===== config.mk =====
export PLATFORM = sky130hd
export DESIGN_NAME = uart_cmd_system_flat
export DESIGN_NICKNAME = d
export VERILOG_FILES = /design/src/rtl/uart_cmd_system_if.sv /design/src/rtl/uart_cmd_system.sv /design/src/flat_wrapper.sv
export SDC_FILE = /design/constraint.sdc
export NUM_CORES = 1
export LEC_CHECK = 0
export ABC_AREA = 1
export CAP_MARGIN = 15
export CORE_MARGIN = 2
export CORE_UTILIZATION = 48
export DETAILED_ROUTE_END_ITERATION = 8
export PLACE_DENSITY = 0.7
export SLEW_MARGIN = 15
export SYNTH_ARGS = -nofsm -noshare
export SYNTH_HDL_FRONTEND = slang
export SYNTH_SLANG_ARGS = --single-unit

===== constraint.sdc =====
create_clock -name reference_clk -period 23.8 [get_ports reference_clk]
set_clock_uncertainty 0.15 [all_clocks]
set_input_delay 7.14 -clock reference_clk [delete_from_list [all_inputs] [get_ports reference_clk]]
set_output_delay 7.14 -clock reference_clk [all_outputs]
set_load 0.01 [all_outputs]

===== src/rtl/uart_cmd_system_if.sv =====
// rtl/uart_cmd_system_if.sv - serial line and status bundle of the UART command processor
interface uart_cmd_system_if;
   logic serial_data_in;
   logic serial_data_out;
   logic parity_error;
   logic frame_error;
   logic transmitter_busy;

   modport master (
      output serial_data_in,
      input  serial_data_out, parity_error, frame_error, transmitter_busy
   );
   modport slave (
      input  serial_data_in,
      output serial_data_out, parity_error, frame_error, transmitter_busy
   );
endinterface


===== src/rtl/uart_cmd_system.sv =====
// rtl/uart_cmd_system.sv - UART command processor: RX, control FSM, register file, ALU, TX
module uart_cmd_system #(
   parameter int DATA_WIDTH               = 8,
   parameter int REGISTER_FILE_DEPTH      = 16,
   parameter int PRESCALE                 = 8,
   parameter int SYNCHRONIZER_STAGE_COUNT = 2
) (
   input logic              reference_clk,
   input logic              reset,
   uart_cmd_system_if.slave uart
);
   localparam int CW = $clog2(PRESCALE);
   localparam int AW = $clog2(REGISTER_FILE_DEPTH);
   localparam int FW = DATA_WIDTH + 3;
   localparam int BW = $clog2(FW);
   localparam int RW = 2 * DATA_WIDTH;
   localparam logic [BW-1:0] PAR_BIT  = BW'(FW - 2);
   localparam logic [BW-1:0] LAST_BIT = BW'(FW - 1);
   localparam logic [CW-1:0] MID_CNT  = CW'(PRESCALE / 2);
   localparam logic [CW-1:0] END_CNT  = CW'(PRESCALE - 1);
   localparam logic [DATA_WIDTH-1:0] CMD_WR  = DATA_WIDTH'(8'hAA);
   localparam logic [DATA_WIDTH-1:0] CMD_RD  = DATA_WIDTH'(8'hBB);
   localparam logic [DATA_WIDTH-1:0] CMD_ALU = DATA_WIDTH'(8'hCC);
   localparam logic [DATA_WIDTH-1:0] CMD_RUN = DATA_WIDTH'(8'hDD);

   typedef enum logic [3:0] {
      IDLE, WR_ADDR, WR_DATA, RD_ADDR, ALU_A, ALU_B, ALU_FUNC, ALU_EXEC, TX_BYTE0, TX_BYTE1
   } state_t;

   logic [SYNCHRONIZER_STAGE_COUNT-1:0] sync_q;
   logic                  rx_s, rx_prev_q;
   logic                  rx_active_q, rx_active_d;
   logic [CW-1:0]         rx_cnt_q, rx_cnt_d;
   logic [BW-1:0]         rx_bit_q, rx_bit_d;
   logic [DATA_WIDTH-1:0] rx_shift_q, rx_shift_d;
   logic                  rx_par_q, rx_par_d;
   logic                  par_err_q, par_err_d, frm_err_q, frm_err_d;
   logic                  rx_valid;

   logic                  tx_busy_q, tx_busy_d;
   logic [CW-1:0]         tx_cnt_q, tx_cnt_d;
   logic [BW-1:0]         tx_bit_q, tx_bit_d;
   logic [FW-1:0]         tx_frame_q, tx_frame_d;
   logic                  tx_start, tx_done;
   logic [DATA_WIDTH-1:0] tx_data;

   state_t                state_q, state_d;
   logic [AW-1:0]         addr_q, addr_d;
   logic [3:0]            func_q, func_d;
   logic [RW-1:0]         result_q, result_d, alu_res;
   logic [DATA_WIDTH-1:0] regs_q [REGISTER_FILE_DEPTH];
   logic                  reg_we;
   logic [AW-1:0]         reg_waddr;
   logic [DATA_WIDTH-1:0] op_a, op_b;

   assign rx_s = sync_q[SYNCHRONIZER_STAGE_COUNT-1];

   // Every bit is sampled MID_CNT cycles after its nominal start; the start bit doubles as glitch filter.
   always_comb begin
      rx_active_d = rx_active_q;
      rx_cnt_d    = rx_cnt_q;
      rx_bit_d    = rx_bit_q;
      rx_shift_d  = rx_shift_q;
      rx_par_d    = rx_par_q;
      par_err_d   = par_err_q;
      frm_err_d   = frm_err_q;
      rx_valid    = 1'b0;
      if (!rx_active_q) begin
         if (rx_prev_q && !rx_s) begin
            rx_active_d = 1'b1;
            rx_cnt_d    = CW'(1);
            rx_bit_d    = '0;
         end
      end else begin
         rx_cnt_d = (rx_cnt_q == END_CNT) ? '0 : rx_cnt_q + 1'b1;
         if (rx_cnt_q == END_CNT) rx_bit_d = rx_bit_q + 1'b1;
         if (rx_cnt_q == MID_CNT) begin
            if (rx_bit_q == '0) begin
               if (rx_s) rx_active_d = 1'b0;
            end else if (rx_bit_q == PAR_BIT) begin
               rx_par_d = rx_s;
            end else if (rx_bit_q == LAST_BIT) begin
               rx_active_d = 1'b0;
               par_err_d   = rx_par_q ^ (^rx_shift_q);
               frm_err_d   = !rx_s;
               rx_valid    = (rx_par_q == (^rx_shift_q)) && rx_s;
            end else begin
               rx_shift_d = {rx_s, rx_shift_q[DATA_WIDTH-1:1]};
            end
         end
      end
   end

   assign tx_done = tx_busy_q && (tx_cnt_q == END_CNT) && (tx_bit_q == LAST_BIT);

   always_comb begin
      tx_busy_d  = tx_busy_q;
      tx_cnt_d   = tx_cnt_q;
      tx_bit_d   = tx_bit_q;
      tx_frame_d = tx_frame_q;
      if (!tx_busy_q) begin
         if (tx_start) begin
            tx_busy_d  = 1'b1;
            tx_cnt_d   = '0;
            tx_bit_d   = '0;
            tx_frame_d = {1'b1, ^tx_data, tx_data, 1'b0};
         end
      end else if (tx_cnt_q == END_CNT) begin
         tx_cnt_d = '0;
         if (tx_done) begin
            tx_busy_d = 1'b0;
         end else begin
            tx_bit_d   = tx_bit_q + 1'b1;
            tx_frame_d = {1'b1, tx_frame_q[FW-1:1]};
         end
      end else begin
         tx_cnt_d = tx_cnt_q + 1'b1;
      end
   end

   assign op_a = regs_q[0];
   assign op_b = regs_q[1];

   always_comb begin
      alu_res = '0;
      case (func_q)
         4'h0:    alu_res = {{DATA_WIDTH{1'b0}}, op_a} + {{DATA_WIDTH{1'b0}}, op_b};
         4'h1:    alu_res = {{DATA_WIDTH{1'b0}}, op_a} - {{DATA_WIDTH{1'b0}}, op_b};
         4'h2:    alu_res = {{DATA_WIDTH{1'b0}}, op_a} * {{DATA_WIDTH{1'b0}}, op_b};
         4'h3:    alu_res = (op_b == '0) ? '0 : {{DATA_WIDTH{1'b0}}, op_a / op_b};
         4'h4:    alu_res = {{DATA_WIDTH{1'b0}}, op_a & op_b};
         4'h5:    alu_res = {{DATA_WIDTH{1'b0}}, op_a | op_b};
         4'h6:    alu_res = {{DATA_WIDTH{1'b0}}, ~(op_a & op_b)};
         4'h7:    alu_res = {{DATA_WIDTH{1'b0}}, ~(op_a | op_b)};
         4'h8:    alu_res = {{DATA_WIDTH{1'b0}}, op_a ^ op_b};
         4'h9:    alu_res = {{DATA_WIDTH{1'b0}}, ~(op_a ^ op_b)};
         4'hA:    alu_res = (op_a == op_b) ? RW'(1) : '0;
         4'hB:    alu_res = (op_a > op_b) ? RW'(2) : '0;
         4'hC:    alu_res = (op_a < op_b) ? RW'(3) : '0;
         4'hD:    alu_res = {{DATA_WIDTH{1'b0}}, op_a >> 1};
         4'hE:    alu_res = {{DATA_WIDTH{1'b0}}, op_a} << 1;
         default: alu_res = '0;
      endcase
   end

   // A read parks its byte in the upper result half so TX_BYTE1 serves both reads and ALU high bytes.
   always_comb begin
      state_d   = state_q;
      addr_d    = addr_q;
      func_d    = func_q;
      result_d  = result_q;
      reg_we    = 1'b0;
      reg_waddr = addr_q;
      tx_start  = 1'b0;
      tx_data   = result_q[DATA_WIDTH-1:0];
      case (state_q)
         IDLE: if (rx_valid) begin
            if (rx_shift_q == CMD_WR)       state_d = WR_ADDR;
            else if (rx_shift_q == CMD_RD)  state_d = RD_ADDR;
            else if (rx_shift_q == CMD_ALU) state_d = ALU_A;
            else if (rx_shift_q == CMD_RUN) state_d = ALU_FUNC;
         end
         WR_ADDR: if (rx_valid) begin
            addr_d  = rx_shift_q[AW-1:0];
            state_d = WR_DATA;
         end
         WR_DATA: if (rx_valid) begin
            reg_we  = 1'b1;
            state_d = IDLE;
         end
         RD_ADDR: if (rx_valid) begin
            result_d = {regs_q[rx_shift_q[AW-1:0]], {DATA_WIDTH{1'b0}}};
            state_d  = TX_BYTE1;
         end
         ALU_A: if (rx_valid) begin
            reg_we    = 1'b1;
            reg_waddr = '0;
            state_d   = ALU_B;
         end
         ALU_B: if (rx_valid) begin
            reg_we    = 1'b1;
            reg_waddr = AW'(1);
            state_d   = ALU_FUNC;
         end
         ALU_FUNC: if (rx_valid) begin
            func_d  = rx_shift_q[3:0];
            state_d = ALU_EXEC;
         end
         ALU_EXEC: begin
            result_d = alu_res;
            state_d  = TX_BYTE0;
         end
         TX_BYTE0: begin
            if (tx_done)         state_d  = TX_BYTE1;
            else if (!tx_busy_q) tx_start = 1'b1;
         end
         TX_BYTE1: begin
            tx_data = result_q[RW-1:DATA_WIDTH];
            if (tx_done)         state_d  = IDLE;
            else if (!tx_busy_q) tx_start = 1'b1;
         end
         default: state_d = IDLE;
      endcase
   end

   always_ff @(posedge reference_clk) begin
      if (reset) begin
         sync_q      <= '1;
         rx_prev_q   <= 1'b1;
         rx_active_q <= 1'b0;
         rx_cnt_q    <= '0;
         rx_bit_q    <= '0;
         rx_shift_q  <= '0;
         rx_par_q    <= 1'b0;
         par_err_q   <= 1'b0;
         frm_err_q   <= 1'b0;
         tx_busy_q   <= 1'b0;
         tx_cnt_q    <= '0;
         tx_bit_q    <= '0;
         tx_frame_q  <= '1;
         state_q     <= IDLE;
         addr_q      <= '0;
         func_q      <= '0;
         result_q    <= '0;
         for (int i = 0; i < REGISTER_FILE_DEPTH; i++) regs_q[i] <= '0;
      end else begin
         sync_q      <= {sync_q[SYNCHRONIZER_STAGE_COUNT-2:0], uart.serial_data_in};
         rx_prev_q   <= rx_s;
         rx_active_q <= rx_active_d;
         rx_cnt_q    <= rx_cnt_d;
         rx_bit_q    <= rx_bit_d;
         rx_shift_q  <= rx_shift_d;
         rx_par_q    <= rx_par_d;
         par_err_q   <= par_err_d;
         frm_err_q   <= frm_err_d;
         tx_busy_q   <= tx_busy_d;
         tx_cnt_q    <= tx_cnt_d;
         tx_bit_q    <= tx_bit_d;
         tx_frame_q  <= tx_frame_d;
         state_q     <= state_d;
         addr_q      <= addr_d;
         func_q      <= func_d;
         result_q    <= result_d;
         if (reg_we) regs_q[reg_waddr] <= rx_shift_q;
      end
   end

   assign uart.serial_data_out  = tx_busy_q ? tx_frame_q[0] : 1'b1;
   assign uart.transmitter_busy = tx_busy_q;
   assign uart.parity_error     = par_err_q;
   assign uart.frame_error      = frm_err_q;
endmodule


===== src/flat_wrapper.sv =====
// flat-port wrapper written by rule: the top's interface ports become plain ports
module uart_cmd_system_flat 
#(
   parameter int DATA_WIDTH               = 8,
   parameter int REGISTER_FILE_DEPTH      = 16,
   parameter int PRESCALE                 = 8,
   parameter int SYNCHRONIZER_STAGE_COUNT = 2
)
  (reference_clk, reset, uart_serial_data_in, uart_serial_data_out, uart_parity_error, uart_frame_error, uart_transmitter_busy);
  uart_cmd_system_if uart_i ();
  input logic reference_clk;
  input logic reset;
  input wire logic [$bits(uart_i.serial_data_in)-1:0] uart_serial_data_in;
  output wire logic [$bits(uart_i.serial_data_out)-1:0] uart_serial_data_out;
  output wire logic [$bits(uart_i.parity_error)-1:0] uart_parity_error;
  output wire logic [$bits(uart_i.frame_error)-1:0] uart_frame_error;
  output wire logic [$bits(uart_i.transmitter_busy)-1:0] uart_transmitter_busy;
  assign uart_i.serial_data_in = uart_serial_data_in;
  assign uart_serial_data_out = uart_i.serial_data_out;
  assign uart_parity_error = uart_i.parity_error;
  assign uart_frame_error = uart_i.frame_error;
  assign uart_transmitter_busy = uart_i.transmitter_busy;
  uart_cmd_system #(.DATA_WIDTH(DATA_WIDTH), .REGISTER_FILE_DEPTH(REGISTER_FILE_DEPTH), .PRESCALE(PRESCALE), .SYNCHRONIZER_STAGE_COUNT(SYNCHRONIZER_STAGE_COUNT)) u_core (.reference_clk(reference_clk), .reset(reset), .uart(uart_i));
endmodule

==> results.json <==
{
  "grt_use_total": 0.256,
  "gp_congestion": 0.975,
  "status": "completed",
  "mostFrequentLayoutCell": "nand2_1",
  "maxCapViolCount": 0,
  "route.met2.wl_mm": 17.9,
  "grt_pass1_vias": 12000,
  "yosys_warnings": 0,
  "pin_count": 7,
  "totalWireLength_mm": 39.4,
  "finalHoldViolCount": 0,
  "top_layer_used": "met4",
  "drt-met1-wl_mm": 17.6,
  "max_freq_mhz": 97.2,
  "pre_cts_ws_ns": 13.65,
  "synth_edf_count": 128,
  "syn-num-nets": 2045,
  "critPathMostFrequentCell": "nand2_1",
  "ant_nets": 0,
  "synth.yosys.seq_area_share": 0.361,
  "final_nets": 2008,
  "fin_tns_setup_ns": 0,
  "cts-root-buf": "clkbuf_16",
  "clkTransAtPathRegs_ns": 0.08,
  "post-route-min-period_ns": 10.29,
  "clkSinkCount": 200,
  "drtPass1Iterations": 6,
  "initial_core_util": 0.490,
  "area_growth_pct": 6.35,
  "critPathCaptureType": "flop",
  "grt_max_degree": 74,
  "dr_wl_met3_mm": 2.59,
  "hpwl_mm": 28.1,
  "cts_buffers": 17,
  "htree_num_levels": 4,
  "finalSetupViolCount": 0,
  "viasPerCell": 5.58,
  "antenna_found_initial": 0,
  "finalCritPeriodShare": 0.432,
  "rsz0062_at_grt": "false",
  "report.final.slew_viol_count": 0,
  "hold_path.class": "reg -> reg",
  "crit_path_start_kind": "flop",
  "ir_drop_v": 0.0000493,
  "crit_fanout": 11,
  "die_w_um": 179,
  "cpPeakStageDelay_ns": 0.60,
  "yosysUniqueCellTypes": 49,
  "worst_pin_slew_ns": 0.803,
  "cts_setup_buffers": 0,
  "relSlewSlack": 0.464,
  "tritoncts": "done",
  "wl_per_cell_um": 17.5,
  "synth-async-reset-ratio": 0,
  "cts_resized": 0,
  "worstPathArrival_ns": 10.52,
  "mostFrequentLayoutCells": "336 x nand2_1, 272 x nor2_1, 216 x inv_1",
  "worst_slack_ns": 13.51,
  "intPower_w": 0.000614,
  "grt_overflow": 0,
  "synth.avg_cell_area_um2": 7.78,
  "worstPathRequired_ns": 24.03,
  "synthFlopType": "edfxtp_1",
  "drive_above_1_share": 0.0635,
  "nFillCells": 2838,
  "swShare": 0.312,
  "pwr-share-clk": 0.327,
  "power.share.sequential": 0.433,
  "cts.path.max_buffers": 2,
  "rows": 63,
  "die_y_um": 179,
  "portBuffers": 6,
  "crit_type": "reg -> reg",
  "dr_total_vias": 12500,
  "remaining_drc_errors": 0,
  "diodes": 0,
  "grt_pass1_wl_mm": 63.2,
  "syn_inst": 1882,
  "dieArea_mm2": 0.0319,
  "synth_area_mm2": 0.0146,
  "core_area_mm2": 0.0299,
  "clk_latency_ns": 0.44,
  "p_leak_nw": 6.75,
  "power_density_mw_per_mm2": 57.3,
  "drtIter0Drc": 1058,
  "p_sw_w": 0.000279,
  "ctsHoldBuffers": 0,
  "synth-seq-cells": 200,
  "combPwrFrac": 0.239,
  "critPathSlowestCell": "edfxtp_1"
}
[cells by family after synthesis]
| kind of cell | share of synthesized area |
|---|---|
| flip-flops | 0.361 |
| adder cells (fa/ha/maj) | 0.156 |
| buffers and inverters | 0.0808 |
| AO/OA/AOI/OAI | 0.140 |
| XOR/XNOR | 0.0149 |
| AND/OR/NAND/NOR | 0.247 |
[state kept, by name (all words and copies together), names as in the netlist, named ones only]
| signal | cells |
|---|---|
| u_core.addr_q | 4 |
| u_core.func_q | 4 |
| u_core.regs_q | 128 |
| u_core.result_q | 16 |
| u_core.rx_active_q | 1 |
| u_core.rx_bit_q | 4 |
| u_core.rx_cnt_q | 3 |
| u_core.rx_par_q | 1 |
| u_core.rx_prev_q | 1 |
| u_core.rx_shift_q | 8 |
| u_core.state_q | 4 |
| u_core.sync_q | 2 |
| u_core.tx_bit_q | 4 |
| u_core.tx_cnt_q | 3 |
| u_core.tx_frame_q | 10 |
| u_core.uart.frame_error | 1 |
| u_core.uart.parity_error | 1 |
| u_core.uart.transmitter_busy | 1 |
[metrics by stage]
| stage | hold slack, ns | std cells | util | cell area (µm²) | power (W) |
|---|---|---|---|---|---|
| final | 0.261 | 2248 | 0.521 | 15600 | 0.000893 |
| after floorplan | 0.239 | 1882 | - | 14600 | 0.000555 |
| after detailed placement | 0.245 | 2216 | 0.502 | 15000 | 0.000605 |
| after global placement | 0.246 | 2216 | 0.502 | 15000 | 0.000600 |
| after CTS | 0.263 | 2248 | 0.521 | 15600 | 0.000895 |
| after global routing | 0.282 | 2248 | 0.521 | 15600 | 0.000942 |
[per-layer routing]
metal | GRT usage | vias up
li1 | - | 6170
met1 | 0.349 | 5874
met2 | 0.413 | 430
met4 | 0.0932 | 0
met3 | 0.0380 | 65
met5 | 0 | -
[power groups by stage]
stage | registers, W | clock network (W) | logic, W
floorplan | 0.000390 | 0 | 0.000165
global route | 0.000388 | 0.000310 | 0.000244
global placement | 0.000394 | 0 | 0.000206
CTS | 0.000387 | 0.000296 | 0.000212
finish | 0.000387 | 0.000292 | 0.000214
detailed placement | 0.000395 | 0 | 0.000211
[Yosys cell counts (2+ instances only)]
cell	instances	area, µm²
nand2_4	10	113
o22ai_1	17	106
a21oi_1	105	526
ha_1	122	1530
buf_2	15	75.1
nor2_4	10	113
fa_1	38	761
nand4_1	22	138
inv_2	13	48.8
xnor2_1	6	52.6
clkinv_1	8	30.0
edfxtp_1	128	3840
a31oi_1	3	18.8
o21a_1	2	15.0
nand2_2	13	81.3
o2111ai_1	3	26.3
a211oi_1	2	15.0
o221ai_1	17	149
nor2_1	272	1020
and2_1	7	43.8
inv_1	216	811
a21o_1	3	22.5
o21ai_1	8	40.0
nor3_1	18	90.1
nand3_1	104	521
o211ai_1	29	218
o21ai_0	164	821
nand3_2	3	30.0
nand2_1	336	1260
or2_2	16	100
nor2_2	5	31.3
dfxtp_1	72	1440
o21bai_1	8	60.1
clkbuf_1	56	210
xor2_1	17	149
[critical path, delay by kind of cell (launching register included)]
kind,cells,cell delay (ns)
adders and majority gates,8,2.54
and+or+nand+nor,36,4.05
AOI/OAI and AO/OA,11,1.81
xor gates and xnor gates,1,0.16
DFF,1,0.60
buffers and inverters,7,0.89
[final timing paths]
| path | start | to | slack (ns) | cells after the start |
|---|---|---|---|---|
| min reg2reg | u_core.sync_q[0] | u_core.sync_q[1] | 0.26 | 1 |
| max | u_core.regs_q[1][0] | u_core.result_q[0] | 13.51 | 63 |
| max reg2reg | u_core.regs_q[1][0] | u_core.result_q[0] | 13.51 | 63 |
| min | u_core.sync_q[0] | u_core.sync_q[1] | 0.26 | 1 |
[area by class of cell]
type | instances | area (µm²) | area share
clock buffers | 18 | 429 | 0.0276
clock inverters | 14 | 163 | 0.0104
inverters | 237 | 890 | 0.0571
multi-input cells | 1372 | 8180 | 0.525
flip-flops and latches | 200 | 5290 | 0.339
well taps | 390 | 488 | 0.0313
repair buffers | 17 | 143 | 0.00916
Power figures use the tool's default switching activity.
